==> src/rtl/bus_master_port.sv <==
// Host-side bus master: turns one parallel read/write request into the serial
// breq/grant, address, data, ack and split protocol, returning a one-cycle response.
//
// state      | meaning
// IDLE       | waiting for a host request, req_ready=1
// REQ        | breq=1, waiting for two consecutive grant cycles
// ADDR_DEV   | shifting out the device-select address bits
// ACK_WAIT   | waiting for the addressed slave to ack, bounded by a timer
// ADDR_MEM   | shifting out the remaining address bits
// WDATA      | shifting out write data
// RDATA      | shifting in read data
// SPLIT_WAIT | slave split the transfer; hold breq and resume when released
// RESP       | one-cycle response pulse
// COOL       | breq low two cycles so the arbiter can return to idle
`timescale 1ns/1ps
module bus_master_port #(
  parameter int ADDR_WIDTH  = 16,
  parameter int DEV_BITS    = 5,
  parameter int DATA_WIDTH  = 8,
  parameter int ACK_TIMEOUT = 4
) (
  input  logic                  clk,
  input  logic                  rst,
  input  logic                  req,
  input  logic                  req_wr,
  input  logic [ADDR_WIDTH-1:0] req_addr,
  input  logic [DATA_WIDTH-1:0] req_wdata,
  output logic                  req_ready,
  output logic                  rsp_valid,
  output logic [DATA_WIDTH-1:0] rsp_rdata,
  output logic                  rsp_err,
  output logic                  breq,
  input  logic                  bgrant,
  output logic                  mode,
  output logic                  wr_bus,
  output logic                  master_valid,
  input  logic                  slave_ready,
  output logic                  master_ready,
  input  logic                  slave_valid,
  input  logic                  rd_bus,
  input  logic                  ack,
  input  logic                  split
);

  localparam int MAX_W = (ADDR_WIDTH > DATA_WIDTH) ? ADDR_WIDTH : DATA_WIDTH;
  localparam int CNT_W = $clog2(MAX_W) + 1;
  localparam int TMR_W = $clog2(ACK_TIMEOUT) + 1;

  localparam logic [CNT_W-1:0] DEV_LAST  = CNT_W'(DEV_BITS - 1);
  localparam logic [CNT_W-1:0] ADDR_LAST = CNT_W'(ADDR_WIDTH - 1);
  localparam logic [CNT_W-1:0] DATA_LAST = CNT_W'(DATA_WIDTH - 1);
  localparam logic [TMR_W-1:0] TMR_INIT  = TMR_W'(ACK_TIMEOUT - 1);

  localparam logic [3:0] S_IDLE       = 4'd0;
  localparam logic [3:0] S_REQ        = 4'd1;
  localparam logic [3:0] S_ADDR_DEV   = 4'd2;
  localparam logic [3:0] S_ACK_WAIT   = 4'd3;
  localparam logic [3:0] S_ADDR_MEM   = 4'd4;
  localparam logic [3:0] S_WDATA      = 4'd5;
  localparam logic [3:0] S_RDATA      = 4'd6;
  localparam logic [3:0] S_SPLIT_WAIT = 4'd7;
  localparam logic [3:0] S_RESP       = 4'd8;
  localparam logic [3:0] S_COOL       = 4'd9;

  logic [3:0]            state;
  logic [3:0]            resume_state;
  logic [CNT_W-1:0]      bit_cnt;
  logic [CNT_W-1:0]      bit_inc;
  logic [TMR_W-1:0]      ack_tmr;
  logic                  grant_seen;
  logic                  cool_cnt;
  logic                  wr_q;
  logic                  err_q;
  logic [ADDR_WIDTH-1:0] addr_sh;
  logic [DATA_WIDTH-1:0] wdata_sh;
  logic [DATA_WIDTH-1:0] rdata_sh;

  assign bit_inc = (&bit_cnt) ? bit_cnt : bit_cnt + 1'b1;

  assign req_ready    = (state == S_IDLE);
  assign breq         = (state >= S_REQ) && (state <= S_SPLIT_WAIT);
  assign mode         = breq & wr_q;
  assign master_valid = (state == S_ADDR_DEV) || (state == S_ADDR_MEM) || (state == S_WDATA);
  assign master_ready = (state == S_RDATA);
  assign wr_bus       = master_valid &
                        ((state == S_WDATA) ? wdata_sh[DATA_WIDTH-1] : addr_sh[ADDR_WIDTH-1]);
  assign rsp_valid    = (state == S_RESP);
  assign rsp_err      = rsp_valid & err_q;
  assign rsp_rdata    = (rsp_valid && !err_q && !wr_q) ? rdata_sh : '0;

  always_ff @(posedge clk) begin
    if (rst) begin
      state        <= S_IDLE;
      resume_state <= S_IDLE;
      bit_cnt      <= '0;
      ack_tmr      <= '0;
      grant_seen   <= 1'b0;
      cool_cnt     <= 1'b0;
      wr_q         <= 1'b0;
      err_q        <= 1'b0;
      addr_sh      <= '0;
      wdata_sh     <= '0;
      rdata_sh     <= '0;
    end else begin
      case (state)
        S_IDLE: begin
          if (req) begin
            wr_q       <= req_wr;
            addr_sh    <= req_addr;
            wdata_sh   <= req_wdata;
            rdata_sh   <= '0;
            err_q      <= 1'b0;
            bit_cnt    <= '0;
            grant_seen <= 1'b0;
            state      <= S_REQ;
          end
        end
        // a single grant cycle may be left over from the previous owner
        S_REQ: begin
          if (bgrant) begin
            grant_seen <= 1'b1;
            if (grant_seen) state <= S_ADDR_DEV;
          end else begin
            grant_seen <= 1'b0;
          end
        end
        S_ADDR_DEV: begin
          if (!bgrant) begin
            err_q <= 1'b1;
            state <= S_RESP;
          end else if (slave_ready) begin
            addr_sh <= {addr_sh[ADDR_WIDTH-2:0], 1'b0};
            bit_cnt <= bit_inc;
            if (bit_cnt == DEV_LAST) begin
              ack_tmr <= TMR_INIT;
              state   <= S_ACK_WAIT;
            end
          end
        end
        S_ACK_WAIT: begin
          if (!bgrant) begin
            err_q <= 1'b1;
            state <= S_RESP;
          end else if (ack) begin
            state <= S_ADDR_MEM;
          end else if (ack_tmr == '0) begin
            err_q <= 1'b1;
            state <= S_RESP;
          end else begin
            ack_tmr <= ack_tmr - 1'b1;
          end
        end
        // split is checked ahead of grant loss and the handshake: the bit is not consumed
        S_ADDR_MEM: begin
          if (split) begin
            resume_state <= S_ADDR_MEM;
            state        <= S_SPLIT_WAIT;
          end else if (!bgrant) begin
            err_q <= 1'b1;
            state <= S_RESP;
          end else if (slave_ready) begin
            addr_sh <= {addr_sh[ADDR_WIDTH-2:0], 1'b0};
            if (bit_cnt == ADDR_LAST) begin
              bit_cnt <= '0;
              state   <= wr_q ? S_WDATA : S_RDATA;
            end else begin
              bit_cnt <= bit_inc;
            end
          end
        end
        S_WDATA: begin
          if (split) begin
            resume_state <= S_WDATA;
            state        <= S_SPLIT_WAIT;
          end else if (!bgrant) begin
            err_q <= 1'b1;
            state <= S_RESP;
          end else if (slave_ready) begin
            wdata_sh <= {wdata_sh[DATA_WIDTH-2:0], 1'b0};
            bit_cnt  <= bit_inc;
            if (bit_cnt == DATA_LAST) state <= S_RESP;
          end
        end
        S_RDATA: begin
          if (split) begin
            resume_state <= S_RDATA;
            state        <= S_SPLIT_WAIT;
          end else if (!bgrant) begin
            err_q <= 1'b1;
            state <= S_RESP;
          end else if (slave_valid) begin
            rdata_sh <= {rdata_sh[DATA_WIDTH-2:0], rd_bus};
            bit_cnt  <= bit_inc;
            if (bit_cnt == DATA_LAST) state <= S_RESP;
          end
        end
        S_SPLIT_WAIT: begin
          if (!split && bgrant) state <= resume_state;
        end
        S_RESP: begin
          cool_cnt <= 1'b1;
          state    <= S_COOL;
        end
        S_COOL: begin
          if (cool_cnt == 1'b0) state <= S_IDLE;
          else cool_cnt <= 1'b0;
        end
        default: state <= S_IDLE;
      endcase
    end
  end

endmodule

==> config.mk <==
export PLATFORM = sky130hd
export DESIGN_NAME = bus_master_port
export DESIGN_NICKNAME = d
export VERILOG_FILES = /design/src/rtl/bus_master_port.sv
export SDC_FILE = /design/constraint.sdc
export NUM_CORES = 1
export LEC_CHECK = 0
export ABC_AREA = 1
export CAP_MARGIN = 15
export CORE_UTILIZATION = 25
export CTS_CLUSTER_DIAMETER = 120
export DETAILED_ROUTE_END_ITERATION = 8
export DONT_BUFFER_PORTS = 1
export PLACE_DENSITY = 0.43
export SLEW_MARGIN = 20
export SYNTH_ARGS = -nofsm -noshare
export SYNTH_HDL_FRONTEND = slang
export SYNTH_SLANG_ARGS = --single-unit
==> constraint.sdc <==
create_clock -name clk -period 1.96 [get_ports clk]
set_clock_uncertainty 0.2 [all_clocks]
set_input_delay 0.098 -clock clk [delete_from_list [all_inputs] [get_ports clk]]
set_output_delay 0.098 -clock clk [all_outputs]
set_load 0.01 [all_outputs]
# Word-level counts from Yosys, hierarchy flattened
# Index checks and enable logic that the tools add are counted.
[totals]
input_bits = 34
reg_bits = 52
[op_classes]
bitwise_logic = 3
n_mux = 75
addsub = 2
n_eq_ne = 45
n_reduce_logical = 32
magnitude_cmp = 2
[ops]
columns = ["operator", "count"]
rows = [
  ["two-way mux 4 bit", 25],
  ["two-way mux 8 bit", 9],
  ["two-way mux 16 bit", 4],
  ["two-way mux 5 bit", 12],
  ["one-hot mux 16 bit (3 select lines)", 1],
  ["inequality test 2 bit (second input constant)", 21],
  ["one-hot mux 4 bit (10 select lines)", 1],
  ["one-hot mux 8 bit (2 select lines)", 2],
  ["one-hot mux 5 bit (5 select lines)", 1],
  ["AND reduction 5 bit", 4],
  ["two-way mux 3 bit", 6],
  ["equality test 4 x 3 -> 1 bit (second input constant)", 4],
  ["inequality test 4 bit (second input constant)", 3],
  ["one-hot mux 4 bit (3 select lines)", 1],
  ["AND reduction 12 bit", 1],
  ["equality test 5 x 3 -> 1 bit (second input constant)", 2],
  ["nonzero test 2 bit", 5],
  ["inequality test 3 bit (second input constant)", 3],
  ["AND reduction 9 bit", 1],
  ["equality test 4 x 2 -> 1 bit (second input constant)", 2],
  ["equality test 4 bit (second input constant)", 2],
  ["two-way mux 1 bit", 8],
  ["AND reduction 7 bit", 1],
  ["inequality test 2 x 1 -> 1 bit (second input constant)", 3],
  ["other kinds (26)", 37],
]

# Longest topological paths before layout
# Gate-level depths: netlist of run 1.
[depth]
ltp_word = 7
mapped_depth = 12

# Worst setup path after synthesis of run 1
# No wires, ideal clock.
[synth_timing]
path_type = "register to register"
from = "reg state[0]"
to = "reg addr_sh[4]"
path_stages_with_launch = 12
path_buffers = 3
setup_ns = 0.113
t_required_ns = 1.647
arrival_ns = 1.439
path_slack_ns = 0.209
cell_sequence = "dfxtp_1 > buf_2 > inv_2 > nand2_1 > nor2_4 > nor2_4 > o21ai_4 > nand3_2 > buf_6 > buf_6 > nor2_1 > nor2_1"
[synth_between]
elab_chain_len = 3
[synth_lines]
columns = ["element", "line", "rtl"]
rows = [
  ["from (decl)", "65", "logic [3:0] state;"],
  ["from (signal assigned)", "165", "state <= wr_q ? S_WDATA : S_RDATA;"],
  ["from (signal assigned)", "198", "if (!split && bgrant) state <= resume_state;"],
  ["equality test 4 x 3 -> 1 bit, or another cell as far along", "105", "case (state)"],
  ["inequality test 2 bit (no line) or nonzero test 3 bit (tied branches)", "n/a", ""],
  ["AND reduction 3 bit (no line)", "n/a", ""],
  ["to (signal assigned)", "109", "addr_sh <= req_addr;"],
  ["to (signal assigned)", "132", "addr_sh <= {addr_sh[ADDR_WIDTH-2:0], 1'b0};"],
  ["to (signal assigned)", "162", "addr_sh <= {addr_sh[ADDR_WIDTH-2:0], 1'b0};"],
  ["to (decl)", "74", "logic [ADDR_WIDTH-1:0] addr_sh;"],
]
# Several ways; a longest one is shown, not always the timed one.
# A chain may end at the register's enable or synchronous reset.

# Worst setup path after layout of run 1
[layout_timing]
from = "reg state[0]"
to = "out wr_bus"
[layout_between]
elab_chain_len = 4
[layout_lines]
columns = ["element", "line", "rtl"]
rows = [
  ["equality test 4 x 2 -> 1 bit or equality test 4 x 3 -> 1 bit (tied branches)", "83", "assign master_valid = (state == S_ADDR_DEV) || (state == S_ADDR_MEM) || (state == S_WDATA);"],
  ["logical OR 1 bit (2 in series)", "83", ""],
  ["bitwise AND 1 bit (*)", "85", "assign wr_bus = master_valid &"],
  ["to (decl)", "35", "output logic wr_bus,"],
]
# Every way passes the cells marked *; elsewhere a longest branch is shown, timed or not.

==> results.py, run 1 <==
metrics = {
    "outcome": {
        "status": "finished with violations",
        "violations": "design-rule violations, negative hold slack",
    },
    "setup_path": {
        "start_kind": "flop",
        "crit_required_ps": 1660,
        "crit_start": "state[0]",
        "worst-r2r-setup-slack_ps": 140,
        "crit_family": "buffers and inverters",
        "r2r.worst_path.cells": 9,
        "path_class": "reg2out",
        "r2r-start": "state[1]",
        "cp.depth": 7,
        "worstPathMaxFanout": 9,
        "crit_chain": "buf_4 > nand2_1 > nor2_2 > buf_4 > buf_4 > a21oi_1 > nor2_2",
        "crit_arrival_ps": 1600,
        "cp-end-kind": "output pin",
        "path_buf_inv": 3,
        "timing.rr.end": "addr_sh[14]",
        "max_stage_delay_ps": 390,
        "crit_top_cell": "buf_4",
        "crit_slowest_cell": "dfxtp_4",
    },
    "clocking": {
        "cts_tree": "done",
        "clock_sinks": 51,
        "clockBufferDepth": 2,
        "cts_root_buffer": "clkbuf_16",
        "clk_latency_ps": 300,
        "clk_pin_slew_ps": 70,
        "numCtsBuffers": 5,
        "h-tree-depth": 2,
    },
    "global_route": {
        "grt_max_degree": 30,
        "grt_use_total": 0.153,
        "grt_overflow": 0,
        "grt_pass1_vias": 2955,
        "grt_pass1_wl_mm": 15.0,
        "antenna_found_initial": 0,
    },
    "routing": {
        "postRouteAntennaNets": 0,
        "dr_wl_met3_um": 374,
        "wl_mm": 9.13,
        "viasPerCell": 4.54,
        "route.met2.wl_mm": 4.20,
        "drc_errors": 2,
        "first_pass_iters": 6,
        "vias": 3143,
        "wire_per_inst_um": 13.2,
        "dr.max_layer_used": "met4",
        "drt-initial-drc-count": 182,
        "wirelength_met1_mm": 4.37,
    },
    "synthesis": {
        "async_reset_ff_frac": 0,
        "syn_inst": 495,
        "synth_compound_area_frac": 0.134,
        "ys_seq_elements": 51,
        "synth_top_family_by_area": "simple AND/OR/NAND/NOR gates",
        "synth.yosys.seq_area_share": 0.337,
        "postSynthNetCount": 533,
        "synth_edf_count": 0,
        "yosys-mux-area-fraction": 0,
        "synth-xor-area-share": 0.00578,
        "ys.flop_type": "dfxtp_1",
        "yosys.area_share.simple": 0.402,
        "syn_area_mm2": 0.00303,
        "synth_adder_area_share": 0.0165,
        "synth.distinct_cells": 32,
        "yosys_warnings": 0,
        "avgSynthCellArea_um2": 6.12,
    },
    "final_layout": {
        "num-nets-final": 586,
        "fill_cells": 1292,
        "instances_no_fill": 692,
        "num_antenna_cells": 0,
        "syn_to_final_growth_pct": 29.3,
        "drive_gt1_frac": 0.149,
    },
    "sta": {
        "finalMaxSlewViolations": 0,
        "post-route-period-util": 0.967,
        "fin_crit_ps": 1890,
        "finalHoldViolations": 1,
        "max_freq_mhz": 528,
        "timing.slew.headroom": 0.467,
        "hold_ws_ps": -0.222,
        "rsz0062_at_grt": "yes",
        "setup_violations": 0,
        "tightest_slew_ps": 798,
        "fin_ws_ps": 65.5,
    },
    "floorplan": {
        "die_w_um": 112,
        "ioPinCount": 50,
        "die-height_um": 112,
        "die_area_mm2": 0.0126,
        "design.core.area_mm2": 0.0116,
        "start_util": 0.261,
        "rows": 39,
    },
    "hold_path": {
        "hold_path_depth": 5,
        "hp-class": "in2reg",
        "hp-start": "ack",
        "min_to": "err_q",
    },
    "run": {
        "maxCapViolations": 0,
    },
    "placement": {
        "pre_cts_ws_ps": -40.6,
        "dp_cells": 648,
        "portBuffers": 0,
        "place_congestion": 0.874,
        "dpl.hpwl_mm": 6.36,
    },
    "power": {
        "p_leak_nw": 1.84,
        "max-vdd-ir-drop_mv": 0.429,
        "power_density_mw_per_mm2": 1330,
    },
}
## layout make-up
| cell class | instances | area, um2 | share of cell area |
|---|---|---|---|
| inverters | 58 | 218 | 0.0556 |
| clock inverters | 1 | 7.51 | 0.00192 |
| multi-input cells | 371 | 1780 | 0.453 |
| well taps | 143 | 179 | 0.0457 |
| flip-flops and latches | 51 | 1030 | 0.263 |
| clock buffers | 7 | 153 | 0.0390 |
| repair buffers | 61 | 554 | 0.141 |
## sequential cells by signal, summed over array words and instances, names as in the netlist, 3 cells and up
name          count
ack_tmr           3
addr_sh          16
bit_cnt           5
rdata_sh          8
resume_state      3
state             4
wdata_sh          8
## layer usage
layer  GRT usage  vias to the layer above
met5           0                        -
met4      0.0587                        0
met3      0.0292                       15
met2       0.256                       59
met1       0.193                     1412
li1            -                     1657
## timing repair
| action | CTS | global route |
|---|---|---|
| gates cloned | 0 | 1 |
| pin swaps | 0 | 7 |
| resized for setup | 17 | 15 |
| hold buffers | 32 | 0 |
| setup endpoints to repair | 14 | 56 |
| hold endpoints to repair | 46 | 0 |
| buffers inserted | 0 | 3 |
## Yosys cell counts (all sizes together) (2+ instances only)
| library cell | count | share of area |
|---|---|---|
| nor2 | 86 | 0.12 |
| nand3 | 35 | 0.061 |
| a31oi | 2 | 0.0041 |
| inv | 57 | 0.071 |
| dfxtp | 51 | 0.34 |
| ha | 4 | 0.017 |
| o21ai | 27 | 0.050 |
| buf | 10 | 0.026 |
| nor3 | 2 | 0.0033 |
| a21oi | 31 | 0.052 |
| nand2 | 168 | 0.21 |
| nand4 | 2 | 0.0041 |
| o211a | 7 | 0.023 |
| clkbuf | 6 | 0.0074 |
## cell families after synthesis
logic type	Yosys count
DFF	51
adders and majority gates	4
AOI/OAI and AO/OA	69
and+or+nand+nor	295
xor gates and xnor gates	2
buffers and inverters	74
## per-stage QoR
stage          total power [mW]  instance area (um2)  setup TNS [ps]  utilization  hold slack (ps)
2_1_floorplan              3.40                 3030               0            -             40.9
3_3_place_gp               4.03                 3320            -184        0.286            -28.3
3_5_place_dp               4.04                 3320            -124        0.286            -26.3
4_1_cts                    5.13                 3850           -11.7        0.331             3.88
5_1_grt                    5.69                 3920           -26.4        0.337             50.2
6_report                   5.20                 3920               0        0.337           -0.222
## worst max path at each step
stage	to	slack (ps)
6_report	wr_bus	70
5_1_grt	wr_bus	-30
4_1_cts	wr_bus	-8
3_5_place_dp	state[3]	-40
3_3_place_gp	state[0]	-50
2_1_floorplan	addr_sh[4]	210
## cells in the final DEF, fill, tap and decap left out, types with 2 or more instances in the layout
cell type	synthesis	layout
a31oi_1	2	2
dfxtp_2	0	2
nand3_1	33	31
dlygate4sd3_1	0	32
ha_1	4	4
dfxtp_1	51	47
buf_4	1	27
nor2_2	4	12
nand4_1	2	2
nand2_2	2	5
nand3_2	2	3
o211a_1	7	7
nor2_4	4	7
inv_1	52	50
o21ai_0	17	16
nor2_1	78	67
o21ai_1	8	9
clkbuf_16	0	5
nand2_1	166	163
clkbuf_8	0	2
a21oi_1	30	30
dfxtp_4	0	2
inv_2	5	7
## worst min-delay path, cell delays in order
cell and delay (ps):
nand3_1 100, nand2_1 90, a21oi_1 30, nand2_1 80
a21oi_1 60
## where the power goes
part	switching, mW	internal, mW
clock	0.418	0.545
combinational	1.69	1.01
sequential	0.164	1.36
Power figures use the tool's default switching activity.
==> run 2: changes to the inputs <==
- CORE_ASPECT_RATIO: unset -> 2
==> run 2 against run 1 <==
- the run now ends clean
- clock power decreased by 5.6%
- register-to-register slack got worse by 40 ps
- fmax increased by 0.57%
- hold slack improved by 22 ps
- non-clock buffer count decreased by 2
- critical path type unchanged
- total power increased by 1.5%
==> results.py, run 2 (same netlist as run 1, synthesis figures left out) <==
metrics = {
    "routing": {
        "vias": 3214,
        "drc_errors": 0,
        "wl_mm": 9.41,
        "wire_per_inst_um": 13.6,
        "drt-initial-drc-count": 200,
        "first_pass_iters": 4,
        "postRouteAntennaNets": 0,
        "viasPerCell": 4.64,
    },
    "final_layout": {
        "mostFrequentLayoutCell": "nand2_1",
        "largest_register_ffs": 16,
        "top_regs": "addr_sh x16, rdata_sh x8, wdata_sh x8",
        "fin_util": 0.339,
        "largest_register": "addr_sh",
        "fill_cells": 1329,
        "multi_input_area_mm2": 0.00184,
        "syn_to_final_growth_pct": 31.6,
        "num-nets-final": 583,
        "layout_common_cells": "160 x nand2_1, 64 x nor2_1, 50 x inv_1",
        "seqCellArea_mm2": 0.00103,
        "drive_gt1_frac": 0.158,
    },
    "setup_path": {
        "worst-r2r-setup-slack_ps": 100,
        "crit_required_ps": 1660,
        "timing.rr.end": "state[1]",
        "crit_chain": "buf_6 > nor2_4 > buf_6 > nand2_4 > inv_4 > nand3_4 > nor2_4",
        "r2r.worst_path.cells": 10,
        "max_stage_delay_ps": 350,
        "start_kind": "flop",
        "crit_start": "state[0]",
        "r2r-start": "state[0]",
        "path_class": "reg2out",
        "worstPathMaxFanout": 8,
        "crit_arrival_ps": 1590,
        "cp-end-kind": "output pin",
        "crit_slowest_cell": "dfxtp_4",
    },
    "hold_path": {
        "min_to": "grant_seen",
        "hold_path_depth": 4,
        "hp-start": "bgrant",
        "hp-class": "in2reg",
    },
    "floorplan": {
        "die-height_um": 158,
        "design.core.area_mm2": 0.0118,
        "start_util": 0.258,
        "die_w_um": 79.9,
        "ioPinCount": 50,
        "rows": 56,
        "die_area_mm2": 0.0126,
    },
    "placement": {
        "place_congestion": 0.968,
        "portBuffers": 0,
        "pre_cts_ws_ps": 19.3,
        "dpl.hpwl_mm": 7.09,
    },
    "global_route": {
        "grt_pass1_vias": 3123,
        "grt_max_degree": 29,
        "grt_use_total": 0.159,
        "grt_overflow": 0,
        "grt_pass1_wl_mm": 15.3,
        "antenna_found_initial": 1,
    },
    "sta": {
        "finalHoldViolations": 0,
        "hold_ws_ps": 21.4,
        "max_freq_mhz": 531,
        "setup_violations": 0,
        "fin_crit_ps": 1880,
        "timing.slew.headroom": 0.518,
        "post-route-period-util": 0.961,
        "finalMaxSlewViolations": 0,
        "tightest_slew_ps": 721,
        "rsz0062_at_grt": "yes",
        "fin_ws_ps": 76.2,
    },
    "clocking": {
        "clk_pin_slew_ps": 70,
        "cts_root_buffer": "clkbuf_16",
        "cts_tree": "done",
        "clock_sinks": 51,
        "numCtsBuffers": 5,
        "clk_latency_ps": 290,
        "h-tree-depth": 2,
        "clockBufferDepth": 2,
    },
    "run": {
        "maxCapViolations": 0,
    },
    "power": {
        "p_leak_nw": 1.84,
        "max-vdd-ir-drop_mv": 0.663,
        "power.total_mw": 5.27,
        "power_density_mw_per_mm2": 1320,
    },
    "outcome": {
        "status": "finished, final reports clean",
    },
}
[run 2: cell types whose count changed in the layout (fill, tap and decap cells not counted), sizes merged]
cell    change
diode       +1
nand2       -1
clkinv      +1
clkbuf      -1
buf         -2
[run 2: critical path: cells and delay by family, from the launching register on]
family,cells,cell delay [ps]
buf+inv,3,340
flops,1,350
simple gates,4,600
[run 2: per-stage QoR]
stage                     setup TNS, ps  cells  area (um2)
after detailed placement              0    644        3280
after floorplan                       0    495        3030
final                                 0    692        3990
after global routing              -52.1    692        3990
after CTS                             0    684        3840
after global placement            -12.4    644        3280
[run 2: what timing repair did]
| item | CTS | global route |
|---|---|---|
| gates cloned | 0 | 0 |
| hold buffers | 32 | 0 |
| pin swaps | 2 | 8 |
| hold endpoints to repair | 41 | 0 |
| setup endpoints to repair | 11 | 47 |
| resized for setup | 27 | 25 |
| setup buffers | 0 | 7 |
[run 2: final cells by class]
| class | count | share of cell area |
|---|---|---|
| multi-input combinational | 370 | 0.462 |
| inverter | 58 | 0.0552 |
| tap | 145 | 0.0455 |
| clock buffer | 6 | 0.0348 |
| clock inverter | 2 | 0.00408 |
| antenna | 1 | 0.000627 |
| timing repair buffer | 59 | 0.140 |
| sequential | 51 | 0.258 |
[run 2: how the worst max path moves through the flow]
| stage | endpoint | slack [ps] | cells past startpoint |
|---|---|---|---|
| after floorplan | addr_sh[4] | 210 | 11 |
| after global placement | state[0] | -5 | 9 |
| after detailed placement | state[2] | 20 | 9 |
| after CTS | rsp_rdata[3] | 1 | 7 |
| after global routing | addr_sh[3] | -20 | 10 |
| final | rsp_rdata[4] | 80 | 7 |
[run 2: layer usage]
| layer | up-vias | wire, um | global-route usage |
|---|---|---|---|
| li1 | 1645 | - | - |
| met1 | 1465 | 3340 | 0.152 |
| met2 | 83 | 5200 | 0.300 |
| met3 | 21 | 469 | 0.0403 |
| met4 | 0 | 400 | 0.0893 |
| met5 | - | 0 | 0 |
[run 2: report_power, final]
group,internal [mW],switching (mW),leakage [nW]
registers,1.36,0.148,0.420
clock network,0.511,0.398,0.0731
logic,1.05,1.80,1.35
total,2.93,2.34,1.84
==> run 3: changes to the inputs <==
- PLACE_DENSITY: 0.43 -> 0.48
==> run 3 against run 2 <==
- combinational power is 3% lower
- cell area is 2.2% lower
- first-iteration DRC count is 10% lower
- core utilization is 0.74 points lower
- wire length is 0.62% lower
- count of clock-buffer cells in the layout is 1 lower
- via count is 0.19% lower
- critical path type unchanged
- flip-flop and latch count stayed put
- die area stayed put
- critical path depth stayed put
- sequential share of layout area is 0.51 points higher
==> results.py, run 3 (same netlist as run 1, synthesis figures left out) <==
metrics = {
    "floorplan": {
        "ioPinCount": 50,
        "design.core.area_mm2": 0.0118,
        "start_util": 0.258,
        "die-height_um": 158,
        "die_w_um": 79.9,
        "rows": 56,
        "die_area_mm2": 0.0126,
    },
    "hold_path": {
        "hp-class": "in2reg",
        "hp-start": "bgrant",
    },
    "sta": {
        "hold_ws_ps": 25.1,
        "max_freq_mhz": 528,
        "post-route-period-util": 0.966,
        "setup_violations": 0,
        "fin_crit_ps": 1890,
        "finalHoldViolations": 0,
        "timing.slew.headroom": 0.519,
        "tightest_slew_ps": 719,
        "finalMaxSlewViolations": 0,
        "setup_tns_ps": 0,
    },
    "clocking": {
        "clk_pin_slew_ps": 70,
        "clk_latency_ps": 290,
        "clock_sinks": 51,
        "numCtsBuffers": 5,
        "h-tree-depth": 2,
        "cts_root_buffer": "clkbuf_16",
        "cts_tree": "done",
        "clockBufferDepth": 2,
    },
    "routing": {
        "viasPerCell": 4.66,
        "drc_errors": 0,
        "vias": 3208,
        "first_pass_iters": 4,
        "postRouteAntennaNets": 0,
        "wl_mm": 9.35,
        "wire_per_inst_um": 13.6,
        "drt-initial-drc-count": 180,
    },
    "final_layout": {
        "fin_area_mm2": 0.00390,
        "layout_common_cells": "160 x nand2_1, 64 x nor2_1, 50 x inv_1",
        "num-nets-final": 582,
        "num_antenna_cells": 0,
        "largest_register_ffs": 16,
        "largest_register": "addr_sh",
        "fin_util": 0.332,
        "syn_to_final_growth_pct": 28.7,
        "top_regs": "addr_sh x16, rdata_sh x8, wdata_sh x8",
        "drive_gt1_frac": 0.151,
        "mostFrequentLayoutCell": "nand2_1",
    },
    "global_route": {
        "grt_pass1_wl_mm": 14.9,
        "grt_overflow": 0,
        "grt_max_degree": 30,
        "grt_use_total": 0.156,
        "antenna_found_initial": 0,
        "grt_pass1_vias": 3214,
    },
    "power": {
        "share_seq_of_total_power": 0.296,
        "p_leak_nw": 1.82,
        "power_switching_mw": 2.30,
        "swShare": 0.448,
        "power_frac_comb": 0.536,
        "p_clk_frac": 0.168,
        "cell_internal_pwr_mw": 2.84,
        "max-vdd-ir-drop_mv": 0.586,
        "power.total_mw": 5.14,
        "power_density_mw_per_mm2": 1320,
    },
    "setup_path": {
        "cp-end-kind": "output pin",
        "crit_required_ps": 1660,
        "r2r-start": "state[2]",
        "crit_chain": "buf_4 > nor2_4 > buf_4 > nand2_1 > nand2_2 > a21oi_1 > nor2_2",
        "max_stage_delay_ps": 340,
        "path_buf_inv": 2,
        "crit_top_cell": "buf_4",
        "worstPathMaxFanout": 5,
        "crit_slowest_cell": "dfxtp_2",
        "path_class": "reg2out",
        "crit_start": "state[2]",
        "start_kind": "flop",
        "crit_family": "simple AND/OR/NAND/NOR gates",
        "crit_arrival_ps": 1590,
    },
    "placement": {
        "dpl.hpwl_mm": 6.91,
        "place_congestion": 0.940,
        "portBuffers": 0,
        "placed_area_mm2": 0.00327,
    },
    "outcome": {
        "status": "finished, final reports clean",
    },
    "run": {
        "maxCapViolations": 0,
    },
}
==> run 3: cell types whose count changed in the layout (fill, tap and decap cells not counted), moves of 2 or more <==
| cell | previous run | this run |
|---|---|---|
| nor2_2 | 7 | 14 |
| nor2_4 | 15 | 8 |
| nand3_2 | 4 | 1 |
| nand3_1 | 30 | 32 |
==> run 3: metrics by stage <==
stage / setup slack (ps) / instances
6_report: 67.4 / 689
5_1_grt: -7.17 / 689
4_1_cts: 8.12 / 683
3_5_place_dp: -54.2 / 643
3_3_place_gp: -67.0 / 643
2_1_floorplan: 209 / 495
==> run 3: metal layers <==
| layer | vias up | GRT usage | wire length, um | share of wire |
|---|---|---|---|---|
| li1 | 1638 | - | - | - |
| met1 | 1431 | 0.145 | 3470 | 0.37 |
| met2 | 104 | 0.292 | 4930 | 0.53 |
| met3 | 35 | 0.0398 | 454 | 0.049 |
| met4 | 0 | 0.0986 | 503 | 0.054 |
| met5 | - | 0 | 0 | 0 |
==> run 3: tightest hold or removal path: cells and delay by family <==
family | cells | cell delay, ps
and+or+nand+nor | 3 | 280
AOI/OAI and AO/OA | 2 | 100
==> run 3: area by class of cell <==
type	instances	area (um2)
sequential	51	1030
inverter	58	220
tap	145	181
clock inverter	2	13.8
timing repair buffer	58	538
multi-input combinational	370	1800
fill	1306	7870
clock buffer	5	125
==> run 3: repair_timing <==
action | CTS | global route
pin swaps | 0 | 6
setup buffers | 0 | 6
hold endpoints to repair | 43 | 0
hold buffers | 33 | 0
setup endpoints to repair | 18 | 53
resized for setup | 15 | 25
==> run 3: power by group through the flow <==
stage | Sequential, mW | Combinational [mW] | Clock [mW]
floorplan | 1.49 | 1.91 | 0
global placement | 1.51 | 2.50 | 0
detailed placement | 1.52 | 2.51 | 0
CTS | 1.50 | 2.62 | 0.905
global route | 1.56 | 3.12 | 0.934
finish | 1.52 | 2.76 | 0.864
==> run 3: worst paths after layout <==
kind	end	slack [ps]	depth (start not counted)
min	err_q	30	5
max	wr_bus	70	7
max reg2reg	state[1]	110	10
min reg2reg	ack_tmr[0]	220	1
